===== config.mk =====
export PLATFORM = sky130hd
export DESIGN_NAME = reset_sequencer
export DESIGN_NICKNAME = d
export VERILOG_FILES = /design/src/rtl/reset_seq_pkg.sv /design/src/rtl/reset_seq_counter.sv /design/src/rtl/reset_sequencer.sv
export SDC_FILE = /design/constraint.sdc
export NUM_CORES = 1
export LEC_CHECK = 0
export ABC_AREA = 1
export BUFFER_PORTS_ARGS = -buffer_cell sky130_fd_sc_hd__buf_4
export CORE_MARGIN = 2
export CORE_UTILIZATION = 60
export DETAILED_ROUTE_END_ITERATION = 10
export PLACE_DENSITY = 0.82
export SYNTH_ARGS = -nofsm -noshare
export SYNTH_HDL_FRONTEND = slang
export SYNTH_HIERARCHICAL = 1
export SYNTH_SLANG_ARGS = --single-unit

===== constraint.sdc =====
create_clock -name clk -period 2.79 [get_ports clk]
set_input_delay 0.279 -clock clk [delete_from_list [all_inputs] [get_ports clk]]
set_output_delay 0.279 -clock clk [all_outputs]
set_load 0.05 [all_outputs]

===== src/rtl/reset_seq_pkg.sv =====
// Shared types and helpers for the staged reset sequencer.
// Holds the FSM state encoding, default timing constants and small
// constant functions used to size counters and the stage index.
package reset_seq_pkg;

   typedef enum logic [2:0] {
      WAIT_LOCK  = 3'd0,
      LOCK_FILT  = 3'd1,
      RELEASE    = 3'd2,
      RUN        = 3'd3,
      SW_HOLD_ST = 3'd4
   } seqState_t;

   localparam int DEF_LOCK_CYCLES = 64;
   localparam int DEF_STAGE_GAP   = 16;
   localparam int DEF_SW_HOLD     = 8;

   // Number of bits needed to hold values 0..value-1.
   function automatic int clog2(input int value);
      int result;
      result = 0;
      for (int i = 0; i < 31; i++) begin
         if ((1 << i) < value) begin
            result = i + 1;
         end
      end
      return result;
   endfunction

   // Largest of three timing constants, used to size the shared counter width.
   function automatic int maxOf3(input int a, input int b, input int c);
      int result;
      result = a;
      if (b > result) begin
         result = b;
      end
      if (c > result) begin
         result = c;
      end
      return result;
   endfunction

endpackage


===== src/rtl/reset_seq_counter.sv =====
// Loadable saturating up-counter used for the lock filter, the stage gap
// and the software hold timers. Clear beats load, load beats increment,
// and the count parks at all-ones rather than wrapping.
module reset_seq_counter
   import reset_seq_pkg::*;
#(
   parameter int               WIDTH  = 7,
   parameter logic [WIDTH-1:0] TC_VAL = '1
) (
   input  logic             clk,
   input  logic             reset,
   input  logic             i_clear,
   input  logic             i_load,
   input  logic [WIDTH-1:0] i_loadVal,
   input  logic             i_inc,
   output logic [WIDTH-1:0] o_count,
   output logic             o_tc
);

   logic [WIDTH-1:0] r_count;

   // Count register: synchronous reset, then clear, load, saturating increment.
   always_ff @(posedge clk) begin
      if (reset) begin
         r_count <= '0;
      end else if (i_clear) begin
         r_count <= '0;
      end else if (i_load) begin
         r_count <= i_loadVal;
      end else if (i_inc && (r_count != '1)) begin
         r_count <= r_count + WIDTH'(1);
      end
   end

   assign o_count = r_count;
   assign o_tc    = (r_count >= TC_VAL);

endmodule


===== src/rtl/reset_sequencer.sv =====
// Staged reset sequencer: waits for a stable PLL lock, then releases
// NUM_STAGES subsystem resets one at a time, STAGE_GAP cycles apart.
// A software request re-asserts everything, holds for SW_HOLD cycles
// and re-runs the whole sequence.
// Optional build macro RESET_SEQ_LOCK_LOSS_EN: when defined, losing
// pll_lock during RELEASE or RUN re-asserts all resets and returns to
// WAIT_LOCK; when undefined, lock is only watched before release starts.
module reset_sequencer
   import reset_seq_pkg::*;
#(
   parameter int NUM_STAGES  = 4,
   parameter int LOCK_CYCLES = DEF_LOCK_CYCLES,
   parameter int STAGE_GAP   = DEF_STAGE_GAP,
   parameter int SW_HOLD     = DEF_SW_HOLD
) (
   input  logic                              clk,
   input  logic                              reset,
   input  logic                              pll_lock,
   input  logic                              sw_rst_req,
   output logic [NUM_STAGES-1:0]             rst_out,
   output logic                              seq_done,
   output logic [clog2(NUM_STAGES+1)-1:0]    stage_idx
);

   localparam int CNT_W = clog2(maxOf3(LOCK_CYCLES, STAGE_GAP, SW_HOLD) + 1);
   localparam int IDX_W = clog2(NUM_STAGES + 1);

   localparam logic [CNT_W-1:0] LOCK_TC = CNT_W'(LOCK_CYCLES - 1);
   localparam logic [CNT_W-1:0] GAP_TC  = CNT_W'(STAGE_GAP - 1);
   localparam logic [CNT_W-1:0] HOLD_TC = CNT_W'(SW_HOLD - 1);
   localparam logic [CNT_W-1:0] LOCK_MAX = CNT_W'(LOCK_CYCLES);

   seqState_t             r_state;
   logic [NUM_STAGES-1:0] r_rstOut;
   logic                  r_seqDone;
   logic [IDX_W-1:0]      r_stageIdx;

   logic             w_swAccept;
   logic             w_lockLoss;
   logic             w_lockLoad;
   logic             w_lockInc;
   logic             w_lockClr;
   logic             w_gapInc;
   logic             w_gapClr;
   logic             w_holdInc;
   logic             w_holdClr;
   logic [CNT_W-1:0] w_lockCnt;
   logic [CNT_W-1:0] w_gapCnt;
   logic [CNT_W-1:0] w_holdCnt;
   logic             w_lockTc;
   logic             w_gapTc;
   logic             w_holdTc;

   // Counter steering: mirrors the FSM priority so each counter is cleared
   // whenever its owning state is not active or is being left early.
   always_comb begin
      w_swAccept = sw_rst_req && (r_state != WAIT_LOCK);
      w_lockLoss = 1'b0;
`ifdef RESET_SEQ_LOCK_LOSS_EN
      w_lockLoss = !pll_lock && ((r_state == RELEASE) || (r_state == RUN));
`endif
      w_lockLoad = (r_state == WAIT_LOCK) && pll_lock;
      w_lockInc  = (r_state == LOCK_FILT) && pll_lock;
      w_lockClr  = w_swAccept || !(w_lockLoad || w_lockInc);
      w_gapInc   = (r_state == RELEASE);
      w_gapClr   = !w_gapInc || w_gapTc || w_swAccept || w_lockLoss;
      w_holdInc  = (r_state == SW_HOLD_ST);
      w_holdClr  = !w_holdInc || w_holdTc || w_swAccept;
   end

   reset_seq_counter #(
      .WIDTH  (CNT_W),
      .TC_VAL (LOCK_TC)
   ) u_lockCnt (
      .clk       (clk),
      .reset     (reset),
      .i_clear   (w_lockClr),
      .i_load    (w_lockLoad),
      .i_loadVal (CNT_W'(1)),
      .i_inc     (w_lockInc),
      .o_count   (w_lockCnt),
      .o_tc      (w_lockTc)
   );

   reset_seq_counter #(
      .WIDTH  (CNT_W),
      .TC_VAL (GAP_TC)
   ) u_gapCnt (
      .clk       (clk),
      .reset     (reset),
      .i_clear   (w_gapClr),
      .i_load    (1'b0),
      .i_loadVal ('0),
      .i_inc     (w_gapInc),
      .o_count   (w_gapCnt),
      .o_tc      (w_gapTc)
   );

   reset_seq_counter #(
      .WIDTH  (CNT_W),
      .TC_VAL (HOLD_TC)
   ) u_holdCnt (
      .clk       (clk),
      .reset     (reset),
      .i_clear   (w_holdClr),
      .i_load    (1'b0),
      .i_loadVal ('0),
      .i_inc     (w_holdInc),
      .o_count   (w_holdCnt),
      .o_tc      (w_holdTc)
   );

   // Sequencing FSM with registered outputs; software request outranks
   // lock loss, which outranks normal progression.
   always_ff @(posedge clk) begin
      if (reset) begin
         r_state    <= WAIT_LOCK;
         r_rstOut   <= '1;
         r_seqDone  <= 1'b0;
         r_stageIdx <= '0;
      end else if (w_swAccept) begin
         r_state    <= SW_HOLD_ST;
         r_rstOut   <= '1;
         r_seqDone  <= 1'b0;
         r_stageIdx <= '0;
      end else if (w_lockLoss) begin
         r_state    <= WAIT_LOCK;
         r_rstOut   <= '1;
         r_seqDone  <= 1'b0;
         r_stageIdx <= '0;
      end else begin
         case (r_state)
            WAIT_LOCK: begin
               r_rstOut   <= '1;
               r_seqDone  <= 1'b0;
               r_stageIdx <= '0;
               if (pll_lock) begin
                  r_state <= LOCK_FILT;
               end
            end
            LOCK_FILT: begin
               if (!pll_lock) begin
                  r_state <= WAIT_LOCK;
               end else if (w_lockTc) begin
                  r_state <= RELEASE;
               end
            end
            RELEASE: begin
               if (w_gapTc) begin
                  r_rstOut   <= r_rstOut & ~(NUM_STAGES'(1) << r_stageIdx);
                  r_stageIdx <= r_stageIdx + IDX_W'(1);
                  if (r_stageIdx == IDX_W'(NUM_STAGES - 1)) begin
                     r_state   <= RUN;
                     r_seqDone <= 1'b1;
                  end
               end
            end
            RUN: begin
               r_rstOut   <= '0;
               r_seqDone  <= 1'b1;
               r_stageIdx <= IDX_W'(NUM_STAGES);
            end
            SW_HOLD_ST: begin
               if (w_holdTc) begin
                  r_state <= LOCK_FILT;
               end
            end
            default: begin
               r_state    <= WAIT_LOCK;
               r_rstOut   <= '1;
               r_seqDone  <= 1'b0;
               r_stageIdx <= '0;
            end
         endcase
      end
   end

   // Counter ceilings: each timer is cleared at its terminal count, so none should run past it.
   assert property (@(posedge clk) disable iff (reset) w_lockCnt <= LOCK_MAX);
   assert property (@(posedge clk) disable iff (reset) w_gapCnt <= GAP_TC);
   assert property (@(posedge clk) disable iff (reset) w_holdCnt <= HOLD_TC);

   assign rst_out   = r_rstOut;
   assign seq_done  = r_seqDone;
   assign stage_idx = r_stageIdx;

endmodule


### Word-level counts from Yosys, hierarchy flattened

Index checks and enable logic that the tools add are counted.

* input bits: 4
* bits in registers: 32
* word-level logic and storage cells: 85
* output and inout port bits: 8

* multiplexer cells: 17
* bitwise operators: 4
* shift-type cells: 1
* equal/unequal tests: 19
* reductions and logical operators: 28
* add/subtract/negate cells: 4
* $lt $le $gt $ge: 3

Operators with widths (count)
* 2-to-1 mux 3 bit: 8
* adder 7 x 1 -> 7 bit (second input constant): 3
* inequality test 7 bit (second input constant): 3
* one-hot mux 3 bit (5 select lines): 1
* inequality test 3 bit (second input constant): 4
* one-hot mux 4 bit (3 select lines): 1
* AND reduction 6 bit: 2
* inequality test 2 bit (second input constant): 5
* OR reduction 2 bit: 5
* == test 3 x 2 -> 1 bit (second input constant): 3
* one-hot mux 3 bit (3 select lines): 1
* greater-or-equal comparator 7 x 3 -> 1 bit (second input constant): 1
* greater-or-equal comparator 7 x 4 -> 1 bit (second input constant): 1
* greater-or-equal comparator 7 x 6 -> 1 bit (second input constant): 1
* logical AND 1 bit: 6
* logical OR 1 bit: 6
* AND 4 bit: 1
* 2-to-1 mux 1 bit: 4
* 2-to-1 mux 4 bit: 1
* inequality test 4 x 3 -> 1 bit (second input constant): 1
* inverter 4 bit: 1
* left shift 1 x 3 -> 4 bit (first input constant): 1
* adder 3 x 1 -> 3 bit (second input constant): 1
* == test 3 x 1 -> 1 bit (second input constant): 1
* 11 further kinds: 14

### Depth between registers and ports, before layout

* depth after elaboration: 6
* gate-level depth with buffers: 12
* mapped depth without buffers: 12

### Modules after synthesis

Netlist, hierarchy kept.

By module, submodules not included
* reset_sequencer: seq. area each 220.2 um^2, area an instance 716.9 um^2, cells an instance 97, instances 1
* reset_seq_counter (u_gapCnt): seq. area each 140.1 um^2, area an instance 501.7 um^2, cells an instance 78, instances 1
* reset_seq_counter (u_holdCnt): seq. area each 140.1 um^2, area an instance 498.0 um^2, cells an instance 76, instances 1
* reset_seq_counter (u_lockCnt): seq. area each 140.1 um^2, area an instance 474.2 um^2, cells an instance 75, instances 1

### Worst setup path after synthesis

No wires, ideal clock.

* path kind: register to register
* start point: register u_gapCnt.r_count[0] (netlist: u_gapCnt/o_count[0])
* end point: register u_gapCnt.r_count[0] (netlist: u_gapCnt/o_count[0])
* stages on the path, launching flop included: 9
* buffers on the path: 0
* clock period less this slack: 1598 ps
* slack: 1192 ps
* arrival: 1528 ps
* required time: 2720 ps
* setup time: 70 ps
* cell sequence: dfxtp_1 -> ha_1 -> nand3_1 -> nand3_1 -> nor2_4 -> nand2_1 -> nor2_1 -> o21ai_0 -> a21oi_1

* cells in the longest elaborated chain, start to end: 4
* elaborated cells between the ends (all ways): 7
* classes of those cells: 1 x add/sub; 1 x order compare; 1 x eq/ne; 4 x reduce/logical

RTL lines
* start, declared: RTL line reset_seq_counter.sv:20 `logic [WIDTH-1:0] r_count;`
* start signal, assigned: RTL line reset_seq_counter.sv:29 `r_count <= i_loadVal;`
* start signal, assigned: RTL line reset_seq_counter.sv:31 `r_count <= r_count + WIDTH'(1);`
* greater-or-equal comparator 7 x 4 -> 1 bit: RTL line reset_seq_counter.sv:36 `assign o_tc = (r_count >= TC_VAL);`
* net w_gapTc: RTL line reset_sequencer.sv:51 `logic w_gapTc;`
* logical OR 1 bit (2 in a row): RTL line reset_sequencer.sv:66 `w_gapClr = !w_gapInc || w_gapTc || w_swAccept || w_lockLoss;`
* net w_gapClr: RTL line reset_sequencer.sv:44 `logic w_gapClr;`
* OR reduction 2 bit (no source line)

The timed path passes the listed nets, and every way through them passes these cells.
A chain may end at the register's enable or synchronous reset.

### Worst setup path in the final report

* start point: register r_state[1]
* end point: register u_lockCnt.r_count[1] (netlist: u_lockCnt/o_count[1])

* cells in the longest elaborated chain, start to end: 6
* elaborated cells between the ends (all ways): 11
* classes of those cells: 1 x eq/ne; 10 x reduce/logical

RTL lines
* start, declared: RTL line reset_sequencer.sv:33 `seqState_t r_state;`
* start signal, assigned: RTL line reset_sequencer.sv:117 `r_state <= WAIT_LOCK;`
* start signal, assigned: RTL line reset_sequencer.sv:122 `r_state <= SW_HOLD_ST;`
* start signal, assigned: RTL line reset_sequencer.sv:127 `r_state <= WAIT_LOCK;`
* zero test 3 bit (*): RTL line reset_sequencer.sv:62 `w_lockLoad = (r_state == WAIT_LOCK) && pll_lock;`
* logical AND 1 bit (*): RTL line reset_sequencer.sv:62
* net w_lockLoad: RTL line reset_sequencer.sv:40 `logic w_lockLoad;`
* logical OR 1 bit: RTL line reset_sequencer.sv:64 `w_lockClr = w_swAccept || !(w_lockLoad || w_lockInc);`
* zero test 1 bit: RTL line reset_sequencer.sv:64
* logical OR 1 bit: RTL line reset_sequencer.sv:64
* OR reduction 3 bit (no source line) (*)
* end signal, assigned: RTL line reset_seq_counter.sv:29
* end signal, assigned: RTL line reset_seq_counter.sv:31
* end, declared: RTL line reset_seq_counter.sv:20

Mark *: on every way through the listed nets, which the timed path passes. The rest lies on a longest branch.

==> results_dict.tcl <==
set metrics [dict create \
    drt_wl_total_um 4180 \
    cts_sinks 32 \
    dpl_worst_slack_ps 961 \
    final_cell_area_sq_um 2460 \
    root_buffer "clkbuf_4" \
    cp.arrival_ps 2070 \
    die_h_um 64.4 \
    cp_slowest_stage_delay_ps 410 \
    ir_worst_vdd_uv 360 \
    slew_violations 0 \
    yosysWarnings 6 \
    cp_max_fo 7 \
    yosys.area.top_type "dfxtp_1" \
    first_pass_iters 4 \
    antenna_found_initial 0 \
    fmax_mhz 540 \
    crit_slowest_cell "dfxtp_1" \
    min_path_type "input pin to flip-flop" \
    post-route-period-util 0.664 \
    place.gp.congestion 0.885 \
    avgSynthCellArea_sq_um 6.72 \
    yosysUniqueCellTypes 36 \
    cts_buffer_depth 2 \
    netlist_area_sq_um 2190 \
    wl_per_cell_um 10.2 \
    die_w_um 64.4 \
    drive_gt1_frac 0.189 \
    numCtsBuffers 5 \
    cts-hold-fix-buffers 0 \
    dpl.hpwl_um 3280 \
    critPathKind "flip-flop to flip-flop" \
    ys_seq_area_frac 0.292 \
    cp_cell_sequence "nor2_4 -> nand2_2 -> nor2_1 -> buf_4 -> mux2_2 -> nand2_1 -> a21oi_1" \
    dr.first_iter.drc_count 101 \
    path_delay_family "simple AND/OR/NAND/NOR gates" \
    h-tree-depth 2 \
    syn2layout_area_growth_pct 12.4 \
    nFillCells 318 \
    pwr_density_cell_nw_per_um2 724 \
    grt.total_usage 0.234 \
    critical_path_required_ps 3010 \
    critPathBufInv 1 \
    ant_nets 0 \
    critPathCaptureType "flip-flop" \
    power_uw 1780 \
    yosys-top-cells-area "dfxtp_1, nand2_1, nand3_1, inv_1, nor2_1" \
    hold_viol 0 \
    grt_max_degree 11 \
    drv_cap 0 \
    rsz0062_at_grt "false" \
    cts_resized 0 \
    status "finished, final reports clean" \
    regArea_sq_um 641 \
    clk_pin_slew_ps 90 \
    num_io_pins 12 \
    port_buffers 11 \
    die_area_sq_um 4150 \
    rows 21 \
    period_minus_slack_ps 1850 \
    routed_via_density 4.99 \
    dpl-instance-area_sq_um 2400 \
    ys_seq_elements 32 \
    core_sq_um 3420 \
    gr-total-overflow 0 \
    fin_setup_tns_ps 0 \
    post_cts.repair.setup_buffers 0 \
    initial_utilization 0.641 \
    syn_inst 326 \
    leakage_uw 0.00111 \
    num_antenna_cells 0 \
    setup_viol 0 \
    cts_tree "done" \
    clk_latency_ps 330 \
    first_global_vias 1967 \
    synth_top_area_share 0.292 \
    critPathLaunchType "flip-flop" \
    final.setup_skew_ps 9.30 \
    multiInputGateArea_sq_um 1450 \
    num_vias 2049 \
    layout_setup_ws_ps 938 \
    fin_nets 376 \
    drc_errors 0 \
    grt_pass1_wl_um 7920 \
]
power breakdown:
| group | switching [uW] | internal, uW | total [uW] |
|---|---|---|---|
| logic | 604 | 297 | 901 |
| registers | 76.8 | 535 | 611 |
| clock network | 146 | 124 | 270 |
layout make-up:
type                       instances  share of cell area
tap                               46              0.0234
clock buffer                       8              0.0239
sequential                        32               0.260
inverter                          42              0.0655
multi-input combinational        271               0.590
timing repair buffer              12              0.0366
logic make-up (layout without fill, tap and decap cells):
family	after synthesis	count (layout)	synth area share
buffers and inverters	45	62	0.0817
AOI/OAI and AO/OA	47	47	0.127
adders and majority gates	8	8	0.0457
xor gates and xnor gates	2	2	0.00800
DFF	32	32	0.292
other	2	24	0.00343
muxes	3	3	0.0148
and+or+nand+nor	187	187	0.427
layer usage:
metal / track usage / wire (um) / vias up
li1: - / - / 1108
met1: 0.291 / 2040 / 912
met2: 0.405 / 1980 / 24
met3: 0.0521 / 121 / 5
met5: 0 / 0 / -
met4: 0.0691 / 36 / 0
worst register-to-register path: stages, from the launching register on:
cell,delay [ps]
dfxtp_1,410
nor2_4,170
nand2_2,90
nor2_1,390
buf_4,240
mux2_2,330
nand2_1,70
a21oi_1,60
Yosys cell counts (all sizes together):
cell     n
o211ai   3
nor2    45
o21a     1
clkinv   1
ha       8
mux2     2
a21oi   21
xor2     1
nand4    3
nor3     2
buf      3
a21boi   1
nand2   94
dfxtp   32
mux2i    1
nand3   41
o21bai   2
conb     2
inv     41
or2      2
o21ai   19
xnor2    1
sequential cells by signal, indices dropped and copies added (netlist names):
signal,cells
stage_idx,3
r_state,3
u_lockCnt/o_count,7
rst_out,4
u_gapCnt/o_count,7
seq_done,1
u_holdCnt/o_count,7
final timing paths:
kind / startpoint / depth (start not counted) / end / slack [ps]
setup / recovery: r_state[1]$_SDFFE_PP0P_ / 7 / u_lockCnt/o_count[1]$_SDFFE_PP0P_ / 940
hold / removal: reset / 2 / r_state[2]$_SDFFE_PP0P_ / 150
setup reg to reg: r_state[1]$_SDFFE_PP0P_ / 7 / u_lockCnt/o_count[1]$_SDFFE_PP0P_ / 940
hold reg to reg: rst_out[1]$_SDFFE_PP1P_ / 2 / rst_out[1]$_SDFFE_PP1P_ / 460
cells in the final DEF (no fill, tap or decap), drive strengths merged, types with 2 or more instances in the layout:
| master | count |
|---|---|
| or2 | 2 |
| o21ai | 19 |
| nor3 | 2 |
| nand4 | 3 |
| nor2 | 45 |
| clkbuf | 8 |
| a21oi | 21 |
| mux2 | 2 |
| dfxtp | 32 |
| ha | 8 |
| inv | 41 |
| buf | 12 |
| o21bai | 2 |
| o211ai | 3 |
| conb | 24 |
| nand3 | 41 |
| nand2 | 94 |
per-stage QoR:
stage	hold WS, ps	util	cells
2_1_floorplan	348	-	348
3_3_place_gp	436	0.704	403
3_5_place_dp	440	0.704	403
4_1_cts	139	0.721	411
5_1_grt	134	0.721	411
6_report	154	0.721	411
Note: power is estimated with default switching activity, not from simulation.
